`src/rtl/demux8_feed_sequencer_if.sv`:
```
// ----------------------------------------------------------------------------
// demux8_feed_sequencer_if: valid/ready request channel carrying {channel, bit}.
// Rev 1.0
// ----------------------------------------------------------------------------
`default_nettype none

interface demux8_feed_sequencer_if;
  logic       in_valid;
  logic       in_ready;
  logic [2:0] in_ch;
  logic       in_bit;

  modport master (output in_valid, output in_ch, output in_bit, input in_ready);
  modport slave  (input in_valid, input in_ch, input in_bit, output in_ready);
endinterface

`default_nettype wire

```
`src/rtl/demux8_feed_sequencer.sv`:
```
// ----------------------------------------------------------------------------
// demux8_feed_sequencer: buffers (channel, bit) requests and drives a 1:8 demux
// with timed, glitch-free select/data pulses. Rev 1.0
// ----------------------------------------------------------------------------
`default_nettype none

module demux8_feed_sequencer #(
  parameter int DEPTH = 4,
  parameter int HOLD  = 3,
  parameter int GAP   = 1
) (
  input  wire logic                       clk,
  input  wire logic                       rst_n,
  demux8_feed_sequencer_if.slave          req,
  output logic                            a,
  output logic                            s0,
  output logic                            s1,
  output logic                            s2,
  output logic                            strobe,
  output logic                            busy,
  output logic [$clog2(DEPTH+1)-1:0]      level
);

  localparam int PTR_W = $clog2(DEPTH);
  localparam int LVL_W = $clog2(DEPTH + 1);
  localparam logic [LVL_W-1:0] FULL_LVL = LVL_W'(DEPTH);
  localparam logic [3:0] HOLD_LD = 4'(HOLD - 1);
  localparam logic [3:0] GAP_LD  = 4'((GAP > 0) ? (GAP - 1) : 0);

  typedef enum logic [1:0] {
    ST_IDLE  = 2'd0,
    ST_DRIVE = 2'd1,
    ST_GAP   = 2'd2
  } state_t;

  logic [3:0]       mem_q [DEPTH];
  logic [PTR_W-1:0] wr_ptr_q, wr_ptr_d;
  logic [PTR_W-1:0] rd_ptr_q, rd_ptr_d;
  logic [LVL_W-1:0] level_q, level_d;
  state_t           state_q, state_d;
  logic [3:0]       cnt_q, cnt_d;
  logic             a_q, a_d;
  logic [2:0]       sel_q, sel_d;
  logic             strobe_q, strobe_d;

  logic       push;
  logic       load;
  logic       empty;
  logic [3:0] head;

  // No push-through when full: ready depends only on current occupancy.
  assign req.in_ready = (level_q != FULL_LVL);
  assign push         = req.in_valid && req.in_ready;
  assign empty        = (level_q == '0);
  assign head         = mem_q[rd_ptr_q];

  always_ff @(posedge clk) begin
    if (push) begin
      mem_q[wr_ptr_q] <= {req.in_ch, req.in_bit};
    end
  end

  always_comb begin
    state_d  = state_q;
    cnt_d    = cnt_q;
    a_d      = a_q;
    sel_d    = sel_q;
    strobe_d = strobe_q;
    load     = 1'b0;

    case (state_q)
      ST_IDLE: begin
        if (!empty) load = 1'b1;
      end
      ST_DRIVE: begin
        if (cnt_q != 4'd0) begin
          cnt_d = cnt_q - 4'd1;
        end else begin
          a_d      = 1'b0;
          strobe_d = 1'b0;
          if (GAP > 0) begin
            state_d = ST_GAP;
            cnt_d   = GAP_LD;
          end else if (!empty) begin
            load = 1'b1;
          end else begin
            state_d = ST_IDLE;
          end
        end
      end
      ST_GAP: begin
        if (cnt_q != 4'd0) begin
          cnt_d = cnt_q - 4'd1;
        end else if (!empty) begin
          load = 1'b1;
        end else begin
          state_d = ST_IDLE;
        end
      end
      default: state_d = ST_IDLE;
    endcase

    // Selects only ever move here, together with the rising strobe.
    if (load) begin
      state_d  = ST_DRIVE;
      cnt_d    = HOLD_LD;
      sel_d    = head[3:1];
      a_d      = head[0];
      strobe_d = 1'b1;
    end
  end

  always_comb begin
    wr_ptr_d = push ? (wr_ptr_q + PTR_W'(1)) : wr_ptr_q;
    rd_ptr_d = load ? (rd_ptr_q + PTR_W'(1)) : rd_ptr_q;
    level_d  = level_q + LVL_W'(push) - LVL_W'(load);
  end

  always_ff @(posedge clk or negedge rst_n) begin
    if (!rst_n) begin
      wr_ptr_q <= '0;
      rd_ptr_q <= '0;
      level_q  <= '0;
      state_q  <= ST_IDLE;
      cnt_q    <= 4'd0;
      a_q      <= 1'b0;
      sel_q    <= 3'd0;
      strobe_q <= 1'b0;
    end else begin
      wr_ptr_q <= wr_ptr_d;
      rd_ptr_q <= rd_ptr_d;
      level_q  <= level_d;
      state_q  <= state_d;
      cnt_q    <= cnt_d;
      a_q      <= a_d;
      sel_q    <= sel_d;
      strobe_q <= strobe_d;
    end
  end

  assign a            = a_q;
  assign {s2, s1, s0} = sel_q;
  assign strobe       = strobe_q;
  assign busy         = (state_q != ST_IDLE) || !empty;
  assign level        = level_q;

endmodule

`default_nettype wire

```
`src/flat_wrapper.sv`:
```
// flat-port wrapper written by rule: the top's interface ports become plain ports
module demux8_feed_sequencer_flat 
#(
  parameter int DEPTH = 4,
  parameter int HOLD  = 3,
  parameter int GAP   = 1
)
  (clk, rst_n, a, s0, s1, s2, strobe, busy, level, req_in_valid, req_in_ch, req_in_bit, req_in_ready);
  demux8_feed_sequencer_if req_i ();
  input  wire logic clk;
  input  wire logic rst_n;
  output logic a;
  output logic s0;
  output logic s1;
  output logic s2;
  output logic strobe;
  output logic busy;
  output logic [$clog2(DEPTH+1)-1:0] level;
  input wire logic [$bits(req_i.in_valid)-1:0] req_in_valid;
  input wire logic [$bits(req_i.in_ch)-1:0] req_in_ch;
  input wire logic [$bits(req_i.in_bit)-1:0] req_in_bit;
  output wire logic [$bits(req_i.in_ready)-1:0] req_in_ready;
  assign req_i.in_valid = req_in_valid;
  assign req_i.in_ch = req_in_ch;
  assign req_i.in_bit = req_in_bit;
  assign req_in_ready = req_i.in_ready;
  demux8_feed_sequencer #(.DEPTH(DEPTH), .HOLD(HOLD), .GAP(GAP)) u_core (.clk(clk), .rst_n(rst_n), .req(req_i), .a(a), .s0(s0), .s1(s1), .s2(s2), .strobe(strobe), .busy(busy), .level(level));
endmodule
```
`config.mk`:
```
export PLATFORM = sky130hd
export DESIGN_NAME = demux8_feed_sequencer_flat
export DESIGN_NICKNAME = d
export VERILOG_FILES = /design/src/rtl/demux8_feed_sequencer_if.sv /design/src/rtl/demux8_feed_sequencer.sv /design/src/flat_wrapper.sv
export SDC_FILE = /design/constraint.sdc
export NUM_CORES = 1
export LEC_CHECK = 0
export ABC_AREA = 1
export CORE_MARGIN = 2
export CORE_UTILIZATION = 40
export DETAILED_ROUTE_END_ITERATION = 7
export GPL_TIMING_DRIVEN = 1
export SLEW_MARGIN = 30
export SYNTH_ARGS = -nofsm -noshare
export SYNTH_HDL_FRONTEND = slang
export SYNTH_SLANG_ARGS = --single-unit
```
`constraint.sdc`:
```
create_clock -name clk -period 2.2 [get_ports clk]
set_input_delay 0.44 -clock clk [delete_from_list [all_inputs] [get_ports clk]]
set_output_delay 0.44 -clock clk [all_outputs]
set_load 0.03 [all_outputs]
```
* After elaboration in Yosys (flattened, before gate mapping)
Memory sizes are Yosys's and may differ from the RTL's. Cells that the tools add are included. Widths: inputs -> output; s select.
Storage, ports and cells: bits in registers 18, latch bits 0, RAM bits 16, memory bits (read-only) 0, output and inout bits 10, word-level logic and storage cells 53, memories 1
Memories:
- u_core.mem_q | words 4, bits a word 4, rd ports 1, clocked after memory_dff 0, wr ports 1, RTL line demux8_feed_sequencer.sv:36 | logic [3:0] mem_q [DEPTH];
Operators by class: add/subtract/negate cells 5, multipliers 0, div/mod/pow operators 0, $lt $le $gt $ge 0, equal/unequal tests 9, shift operators 0, muxes and demuxes 18, bitwise gates (word level) 0, reduce and logical (&&, ||, !) cells 12
Operator list (number):
- $mux 4 | 3
- $mux 1 | 8
- $mux 2 | 4
- $pmux 4 s2 | 1
- $ne 3x1->1 const B | 2
- $ne 3x2->1 const B | 2
- $pmux 2 s3 | 1
- $add 2x1->2 const B | 2
- $ne 2x1->1 const B | 2
- $reduce_and 2->1 | 2
- $reduce_and 4->1 | 1
- $reduce_bool 2->1 | 2
- $reduce_bool 4->1 | 1
- $sub 4x1->4 const B | 1
- $add 3x1->3 | 1
- $logic_not 3->1 | 1
- $ne 3x3->1 const B | 1
- $reduce_bool 3->1 | 1
- $sub 3x1->3 | 1
- $eq 2x1->1 const B | 1
- $eq 2x2->1 const B | 1
- $logic_not 2->1 | 1
- $pmux 1 s2 | 1
- $logic_and 1x1->1 | 1
- 2 further kinds | 2

* Longest topological paths before layout
depth after elaboration 6, depth in mapped cells 12

* Least setup slack after synthesis
No wires, ideal clock.
path kind reg2reg, start point reg u_core.level_q[1], in the netlist u_core.level[1], end point reg u_core.level_q[2], in the netlist u_core.level[2], library setup time 0.123 ns, data arrival time 1.938 ns, setup slack 0.140 ns, cell stages (with the launch flop) 9, buffers on the path 0, cell sequence dfrtp_1 > inv_1 > nand3_1 > nand2_1 > inv_1 > ha_1 > inv_1 > fa_1 > xnor2_1
Between the ends: elaborated cells on any way between the ends 8, classes of those cells add/sub (2); eq/ne (1); mux (3); reduce/logical (2)
RTL lines:
- start, declared | RTL line demux8_feed_sequencer.sv:39 | logic [LVL_W-1:0] level_q, level_d;
- start signal, assigned | RTL line demux8_feed_sequencer.sv:132 | level_q <= level_d;
- $ne 3x3->1 | RTL line demux8_feed_sequencer.sv:52 | assign req.in_ready = (level_q != FULL_LVL);
- named net req_in_ready | RTL line flat_wrapper.sv:22 | output wire logic [$bits(req_i.in_ready)-1:0] req_in_ready;
- $logic_and 1x1->1 | RTL line demux8_feed_sequencer.sv:53 | assign push = req.in_valid && req.in_ready;
- named net u_core.push | RTL line demux8_feed_sequencer.sv:46 | logic push;
- $add 3x1->3 | RTL line demux8_feed_sequencer.sv:116 | level_d = level_q + LVL_W'(push) - LVL_W'(load);
- $sub 3x1->3 | RTL line demux8_feed_sequencer.sv:116
- named net u_core.level_d[2] | RTL line demux8_feed_sequencer.sv:39
The timed path passes the listed nets, and every way through them passes these cells. A chain may end at the register's enable or synchronous reset.

* Worst setup path in the final report
start point reg u_core.state_q[0], end point out busy
Between the ends: word-level cells in the longest chain between the ends 2
Ends and longest elaborated chain:
- start, declared | RTL line demux8_feed_sequencer.sv:40 | state_t state_q, state_d;
- start signal, assigned | RTL line demux8_feed_sequencer.sv:133 | state_q <= state_d;
- $reduce_bool 2->1 | RTL line demux8_feed_sequencer.sv:144 | assign busy = (state_q != ST_IDLE) || !empty;
- $logic_or 1x1->1 | RTL line demux8_feed_sequencer.sv:144
- end, declared | RTL line flat_wrapper.sv:17 | output logic busy;
No other way between the ends.

==> flow_metrics.tcl <==
set metrics [dict create \
    wl_um 2930 \
    syn-mean-instance-area_um2 10.3 \
    clockRootBuffer "clkbuf_8" \
    multi_input_area_um2 631 \
    synthMuxAreaShare 0 \
    p_total_uw 3150 \
    place_congestion 0.821 \
    synth_top_family_by_area "simple AND/OR/NAND/NOR gates" \
    numPlacedInstances 229 \
    synth-edff-count 16 \
    tritoncts "built" \
    grt_max_degree 19 \
    fillers 376 \
    drv_slew 0 \
    die_h_um 68.7 \
    ys_ff_latch 34 \
    drc 0 \
    final_hold_viol_count 0 \
    dieWidth_um 68.7 \
    diodes 0 \
    fin_skew_ns 0.00537 \
    vias 1132 \
    syn_nets 181 \
    yosysSeqAreaShare 0.556 \
    synthAdderAreaFrac 0.0942 \
    initial_core_util 0.419 \
    worst_ep_required_time_ns 1.76 \
    clkLatencyLatePin_ns 0.28 \
    postPlaceCellArea_um2 1900 \
    hp-class "input port to async pin" \
    async_reset_ff_frac 0.529 \
    numCtsBuffers 5 \
    dieArea_um2 4720 \
    via_per_inst 4.76 \
    synthCells 162 \
    grt.total_usage 0.146 \
    final_util 0.500 \
    synth_top_cell_by_area "edfxtp_1" \
    synthSimpleGateAreaFrac 0.171 \
    post-route-period-util 0.940 \
    synthTopCellsByArea "edfxtp_1, dfrtp_1, ha_1" \
    worst_pin_slew_ns 0.444 \
    drive_above_1_share 0.154 \
    critPathLaunchType "flip-flop" \
    rsz0062_at_grt "no" \
    r2r_start "u_core.state_q[0]" \
    synth_compound_area_frac 0.0725 \
    slew_headroom 0.704 \
    synth_top_area_share 0.287 \
    cp_max_fo 10 \
    antenna_found_initial 0 \
    antenna_left 0 \
    hpwl_um 2110 \
    syn_area_um2 1670 \
    num_rows 23 \
    worstSetupEndpointType "output pin" \
    wl_per_cell_um 12.3 \
    grt_pass1_vias 1096 \
    power_density_nw_per_um2 1570 \
    nets 207 \
    fin_crit_ns 2.07 \
    ys_dominant_reg_cell "dfrtp_1" \
    grt_pass1_wl_um 4830 \
    io_pins 17 \
    cts_htree_levels 2 \
    layout-area-overhead-vs-synth_pct 19.5 \
    regArea_um2 932 \
    stdcell_count 238 \
    yosys.cell_types.count 28 \
    stdcell_area_um2 2000 \
    fmax_ghz 0.484 \
    setup.worst_path.class "flip-flop to output pin" \
    drt_iter0_drc 56 \
    cts_buffer_depth 2 \
    first_pass_iters 3 \
    finalSetupViolCount 0 \
    worstPathArrival_ns 1.63 \
    leakagePower_uw 0.000896 \
    startpoint "u_core.state_q[0]" \
    coreArea_um2 4000 \
    vdd_drop_max_mv 0.928 \
    cap_violations 0 \
    grt_remaining_overflow 0 \
    io_buffers 16 \
    clock-sinks 34 \
    cts.clk_slew.worst_paths_ns 0.06 \
    synthXorXnorAreaFrac 0.0359 \
    status "finished, final reports clean" \
    finalSetupTns_ns 0 \
    yosysWarnings 0 \
]
-- layer usage --
metal | up-vias | part of all wire | global-route usage
met4 | 0 | 0.017 | 0.0711
met3 | 6 | 0.043 | 0.0552
li1 | 570 | - | -
met1 | 535 | 0.45 | 0.166
met2 | 21 | 0.49 | 0.240
met5 | - | 0 | 0
-- state kept, by name, summed over array words and instances, names as in the netlist --
register / flops
u_core.a: 1
u_core.cnt_q: 4
u_core.level: 3
u_core.mem_q: 16
u_core.rd_ptr_q: 2
u_core.sel_q: 3
u_core.state_q: 2
u_core.strobe: 1
u_core.wr_ptr_q: 2
-- critical path, cell delays in order (launching register included) --
cell and delay (ns):
dfrtp_1 0.39, inv_2 0.06, ha_1 0.21, inv_1 0.10, nand2_2 0.06, nand2_2 0.06
buf_4 0.21, nand2_1 0.07, buf_4 0.17
-- cell usage after synthesis (2+ instances only) --
cell type  instances
nor2_1            24
nand2_1           23
inv_1             21
dfrtp_1           18
edfxtp_1          16
o21ai_0           15
ha_1              11
nand3_1            7
nand2_2            3
xor2_1             3
a21oi_1            2
nand3b_1           2
xnor2_1            2
-- cells in the final DEF (no fill, tap or decap), types with 3 or more instances in the layout --
cell / count
nand2_1: 23
nand2_2: 3
clkbuf_8: 5
inv_2: 3
xor2_1: 3
buf_4: 7
edfxtp_1: 16
ha_1: 9
clkdlybuf4s50_1: 15
nor2_1: 24
nand3_1: 7
o21ai_0: 15
dfrtp_1: 17
inv_1: 19
-- path summary, 6_finish.rpt --
path / to / slack, ns / depth (start not counted)
max in group asynchronous: u_core.state_q[1] / 1.49 / 2
min in group clk: u_core.sel_q[2] / 0.50 / 2
max reg2reg: u_core.level[2] / 0.15 / 12
min reg2reg: u_core.sel_q[2] / 0.50 / 2
min: u_core.strobe / 0.49 / 2
max: busy / 0.13 / 8
-- area by class of cell --
class / count / share of cell area
Multi-Input combinational cell: 102 / 0.315
Timing Repair Buffer: 22 / 0.101
Clock inverter: 2 / 0.00500
Tap cell: 50 / 0.0313
Inverter: 23 / 0.0469
Clock buffer: 5 / 0.0344
Sequential cell: 34 / 0.466
-- where the power goes --
part | internal, uW | leakage (uW) | total, uW | switching, uW
logic | 666 | 0.000493 | 1630 | 963
registers | 906 | 0.000360 | 1100 | 193
clock network | 212 | 0.0000438 | 418 | 206
-- through the flow --
step / hold WS, ns / setup WS, ns
floorplan: 0.144 / 0.140
global placement: 0.470 / 0.181
detailed placement: 0.477 / 0.124
CTS: 0.485 / 0.0657
global route: 0.508 / 0.000772
finish: 0.488 / 0.132
-- repair_timing --
action,4_1_cts,5_1_grt
buffers inserted,0,2
setup endpoints to repair,0,3
gates resized for setup,0,5
endpoints found under the hold margin,0,0
hold buffers,0,0
-- cell families (layout without fill, tap and decap cells) --
logic type | Yosys count | in the layout
buffers and inverters | 26 | 52
xor gates and xnor gates | 6 | 6
DFF | 34 | 34
and+or+nand+nor | 63 | 63
adders and majority gates | 12 | 12
AOI/OAI and AO/OA | 21 | 21
Power figures use the tool's default switching activity.
==> patch 1, RTL diff (same settings) <==
`DEPTH` is set to 4 in 2 places; all go to 8.
--- a/src/rtl/demux8_feed_sequencer.sv
+++ b/src/rtl/demux8_feed_sequencer.sv
@@ -5,7 +5,7 @@
 `default_nettype none
 
 module demux8_feed_sequencer #(
-  parameter int DEPTH = 4,
+  parameter int DEPTH = 8,
   parameter int HOLD  = 3,
   parameter int GAP   = 1
 ) (
--- a/src/flat_wrapper.sv
+++ b/src/flat_wrapper.sv
@@ -1,7 +1,7 @@
 // flat-port wrapper written by rule: the top's interface ports become plain ports
 module demux8_feed_sequencer_flat 
 #(
-  parameter int DEPTH = 4,
+  parameter int DEPTH = 8,
   parameter int HOLD  = 3,
   parameter int GAP   = 1
 )
Ports: changed (resized level); port bits go from 17 to 18. The function was not compared with the original's and may differ.
==> patch 1 against the original RTL <==
  * Synthesized area rose by 51%
  * Design area rose by 45%
  * Wire length rose by 52%
  * Power rose by 35%
  * Critical path depth did not move
  * Cell count rose by 48%
  * Maximum frequency fell by 1.0%
  * Worst setup slack got worse by 0.021 ns
  * Sequential cell count rose by 19
==> patch 1: results (changes against the original RTL) <==
| Metric | Value |
|---|---|
| Status | finished, final reports clean |
| Reg-to-reg slack, setup | 0.12 ns (-0.03 ns) |
| Final Skew | 0.006648 ns (+0.001276 ns) |
| Avg Inst Size Synth | 10.10 um^2 (-2.3%) |
| Placed cell area | 2790 um^2 (+47%) |
| CP startpoint | u_core.state_q[0] |
| Top FF cell, synth | edfxtp_1 |
| Proportion of layout cells with a drive suffix above 1 | 13.00% (-2.4 points) |
| Inst Count DP | 344 (+50%) |
| Reg2Reg Depth | 12 (unchanged) |
| Mapped Nets | 271 (+50%) |
| WP data arrival | 1.65 ns (+0.02 ns) |
| Htree depth | 2 (unchanged) |
| DRT Pass-1 Iters | 4 (+1) |
| Reg clk slew, reported paths | 0.09 ns (+0.03 ns) |
| Netlist cell types | 30 (+7.1%) |
| Largest net degree at the start of global routing | 18 (-1) |
| Async S/R FF share, synth | 39.62% (-13 points) |
| CTS Buf Count | 5 (unchanged) |
| First-pass GRT wire length | 7.507 mm (+55%) |
| Number of synthesized flops with an enable pin | 32 (+16) |
| Max reg flops | 32 (+16) |
| DRT iter0 DRCs | 96 (+71%) |
| Clock latency at the later pin of the worst-skew pair | 0.30 ns (+0.02 ns) |
| Number of fill cells | 569 (+51%) |
| Yosys warning count | 0 (unchanged) |
| Synth top cells by count | 67 x nand2_1, 32 x edfxtp_1, 29 x nor2_1 |
| Vias/cell | 4.798 (+0.88%) |
| Clk buf depth | 2 (unchanged) |
| Max VDD drop | 0.0007996 V (-14%) |
| Final net count | 297 (+43%) |
| Final core occ | 48.13% (-1.9 points) |
| GRT Total Usage | 13.37% (-1.2 points) |
| Biggest register | u_core.mem_q |
| Global placer's final weighted congestion | 0.8812 (+7.3%) |
| RR Startpoint | u_core.state_q[1] |
| Routed len/inst | 12.62 um (+2.7%) |
| Worst setup path end | busy |
| WL final | 4.443 mm (+52%) |
| Post-DP HPWL | 3.254 mm (+54%) |
| P_leak | 1.245 nW (+39%) |
| Worst Max-Slew Pin Slew | 0.5156 ns (+0.07183 ns) |
| Vias in the first global route | 1595 (+46%) |
| PortBufs | 17 (+1) |
| Synth top area cells | edfxtp_1 38%, dfrtp_1 21%, nand2_1 10%, ha_1 6.4%, nor2_1 4.3% |
| Register area share after synthesis | 58.87% (+3.3 points) |
| Crit path max fanout | 15 (+5) |
==> patch 1: area by class of cell <==
type / instances / share of cell area [%]
flip-flops and latches: 53 / 51.29
multi-input cells: 163 / 30.76
repair buffers: 25 / 7.938
inverters: 28 / 3.753
well taps: 75 / 3.236
clock buffers: 6 / 2.502
clock inverters: 2 / 0.5177
==> patch 1: per-stage QoR <==
| stage | setup WS, ns | TNS [ns] |
|---|---|---|
| final | 0.1109 | 0 |
| after global routing | -0.01893 | -0.03028 |
| after CTS | 0.02497 | 0 |
| after detailed placement | 0.07049 | 0 |
| after global placement | 0.1449 | 0 |
| after floorplan | 0.01769 | 0 |
==> patch 1: kinds of logic after synthesis <==
| group | count (synthesis) | share of synthesized area [%] |
|---|---|---|
| compound gates | 18 | 3.816 |
| xor+xnor | 6 | 2.081 |
| simple gates | 125 | 21.41 |
| flops | 53 | 58.87 |
| buf+inv | 34 | 6.590 |
| fa+ha+maj | 14 | 7.235 |
==> patch 1: metal layers <==
metal | part of all wire [%] | up-vias | GRT usage, % | wire (um)
li1 | - | 862 | - | -
met1 | 47 | 781 | 19.11 | 2078
met2 | 46 | 38 | 20.89 | 2044
met3 | 5.9 | 8 | 2.473 | 261
met4 | 1.3 | 0 | 3.959 | 59
met5 | 0 | - | 0 | 0
==> patch 1: repair_timing <==
item / 4_1_cts / 5_1_grt
setup endpoints to repair: 0 / 4
resized for setup: 0 / 11
hold buffers: 0 / 0
==> patch 1: worst min-delay path by stage <==
stage               slack, ns               to  depth (start not counted)
global route             0.49  u_core.level[3]                          1
finish                   0.45  u_core.level[3]                          1
global placement         0.45  u_core.cnt_q[0]                          2
floorplan                0.14         u_core.a                          0
detailed placement       0.46  u_core.cnt_q[0]                          2
CTS                      0.46  u_core.level[3]                          1
==> patch 1: power breakdown <==
group	internal (mW)	total, mW	switching, mW
sequential	1.35	1.58	0.229
combinational	0.849	2.14	1.29
clock	0.225	0.530	0.306
total	2.42	4.25	1.83
==> patch 1: critical path: cells and delay by family (launching register included) <==
kind                       cells  cell delay, ns
adders and majority gates      1            0.19
buffers and inverters          3            0.44
DFF                            1            0.39
and+or+nand+nor                4            0.32
==> patch 2, RTL diff (same settings) <==
Without the edit above. Make the reset (`rst_n`) synchronous in one clocked block.
--- a/src/rtl/demux8_feed_sequencer.sv
+++ b/src/rtl/demux8_feed_sequencer.sv
@@ -116,7 +116,7 @@
     level_d  = level_q + LVL_W'(push) - LVL_W'(load);
   end
 
-  always_ff @(posedge clk or negedge rst_n) begin
+  always_ff @(posedge clk) begin
     if (!rst_n) begin
       wr_ptr_q <= '0;
       rd_ptr_q <= '0;
Check against the original RTL: differs if rst_n is asserted again (counterexample within 4 cycles, from zero or initial values and one cycle with rst_n low); with rst_n held inactive, the same outputs for 10 cycles.
==> patch 2 against the original RTL <==
  * Global-route usage up 1.0 points
  * Largest cell class unchanged
  * Cell count up 5.5%
  * Sequential cell count up 2
  * Combinational power down 16%
  * Critical path type is now reg2reg
  * Wire length up 2.2%
  * Design area up 0.25%
  * Power down 7.0%
  * First-iteration DRC count down 3.6%
  * Synthesized cell count up 6.8%
  * Sequential power down 10%
  * Worst setup slack better by 0.027 ns
  * Synthesized area down 2.1%
==> patch 2: results (changes against the original RTL) <==
| Metric | Value |
|---|---|
| P_leak | 0.8263 nW (-7.8%) |
| Sw Share | 40.34% (-3.0 points) |
| Synth top area cells | edfxtp_1 29%, dfxtp_1 24%, nand2_1 7.3%, ha_1 6.9%, nor2_1 5.3% |
| Yosys top cell area share | 29.31% (+0.61 points) |
| Synth top cells by count | 32 x nand2_1, 23 x nor2_1, 21 x inv_1 |
| Max VDD drop | 0.0004505 V (-51%) |
| Worst path max stage delay | 0.51 ns (+0.12 ns) |
| Crit path max fanout | 9 (-1) |
| Cell Pwr Density | 1458 nW/um^2 (-7.3%) |
| DRT iter0 DRCs | 54 (-3.6%) |
| Max-slew headroom | 72.30% (+1.9 points) |
| Largest net degree at the start of global routing | 12 (-7) |
| Slowest CP cell | fa_2 |
| Global placer's final weighted congestion | 0.7826 (-4.7%) |
| P_clk | 0.560 mW (+34%) |
| Mapped Nets | 190 (+5.0%) |
| WP data arrival | 2.27 ns (+0.64 ns) |
| Clock root buffer | clkbuf_8 |
| WL final | 2.991 mm (+2.2%) |
| Final net count | 217 (+4.8%) |
| Final Skew | 0.003597 ns (-0.001775 ns) |
| CTS Buf Count | 5 (unchanged) |
| Number of fill cells | 379 (+0.80%) |
| Layout Area Growth over Synthesis | 22.37% |
| Register area share after synthesis | 53.74% (-1.9 points) |
| DR vias | 1191 (+5.2%) |
| GRT Total Usage | 15.63% (+1.0 points) |
| Async S/R FF share, synth | 0% (-53 points) |
| DRT Pass-1 Iters | 4 (+1) |
| Top FF cell, synth | dfxtp_1 |
| First-pass GRT wire length | 5.230 mm (+8.3%) |
| Proportion of layout cells with a drive suffix above 1 | 12.94% (-2.5 points) |
| Status | finished, final reports clean |
| Seq pwr | 0.990 mW (-10%) |
| Post-DP HPWL | 2.269 mm (+7.6%) |
| PortBufs | 16 (unchanged) |
patch 2: changes by cell type after synthesis, sizes merged, moves of 3 or more:
cell / unedited run / this run
nand2: 26 / 34
dfrtp: 18 / 0
nand3: 8 / 5
a21oi: 2 / 12
dfxtp: 0 / 20
nand4: 0 / 3
patch 2: through the flow:
step / instances / setup slack (ns) / instance area (um^2) / hold WS, ns
global route: 251 / -0.006540 / 2006 / 0.5068
detailed placement: 242 / 0.04680 / 1887 / 0.4665
global placement: 242 / 0.1170 / 1887 / 0.4541
CTS: 250 / 0.02767 / 1993 / 0.4776
finish: 251 / 0.1588 / 2006 / 0.4755
floorplan: 173 / 0.1065 / 1639 / 0.4697
patch 2: final timing paths:
kind | start | endpoint | slack (ns) | cells past startpoint
hold reg to reg | u_core.sel_q[1] | u_core.sel_q[1] | 0.48 | 2
hold / removal | u_core.sel_q[1] | u_core.sel_q[1] | 0.48 | 2
setup / recovery | u_core.state_q[0] | u_core.level[1] | 0.16 | 12
setup reg to reg | u_core.state_q[0] | u_core.level[1] | 0.16 | 12
patch 2: logic make-up (layout without fill, tap and decap cells):
| logic type | Yosys count | in the layout | share of synthesized area, % |
|---|---|---|---|
| simple gates | 69 | 69 | 20.46 |
| flops | 36 | 36 | 53.74 |
| compound gates | 31 | 31 | 9.925 |
| buf+inv | 23 | 51 | 5.649 |
| fa+ha+maj | 10 | 10 | 8.092 |
| xor+xnor | 4 | 4 | 2.137 |
patch 2: what timing repair did:
action / 4_1_cts / 5_1_grt
pin swaps: 0 / 1
endpoints found under the setup margin: 1 / 3
resized for setup: 1 / 7
setup buffers: 0 / 1
patch 2: worst register-to-register path: stages, from the launching register on:
cell,delay [ns]
dfxtp_1,0.34
inv_1,0.07
ha_2,0.22
nand3_4,0.10
nand2_4,0.08
nand2_8,0.10
clkinv_4,0.05
nand2_1,0.09
o21ai_0,0.10
ha_1,0.21
fa_2,0.51
nand2_1,0.06
inv_1,0.06
patch 2: area by class of cell:
type / instances / area [um^2] / share of cell area, %
repair buffers: 21 / 192.7 / 9.607
flip-flops and latches: 36 / 882.1 / 43.98
well taps: 50 / 62.56 / 3.119
clock inverters: 2 / 35.03 / 1.747
inverters: 22 / 87.58 / 4.367
clock buffers: 6 / 72.57 / 3.618
multi-input cells: 114 / 673.1 / 33.56
patch 2: layer usage:
metal  wire (um)  up-vias  share of wire [%]  GRT usage, %
met3         131        4                4.4         5.757
met4          38        0                1.3         5.500
met2        1483       19                 50         24.88
met5           0        -                  0             0
met1        1337      546                 45         19.50
li1            -      622                  -             -
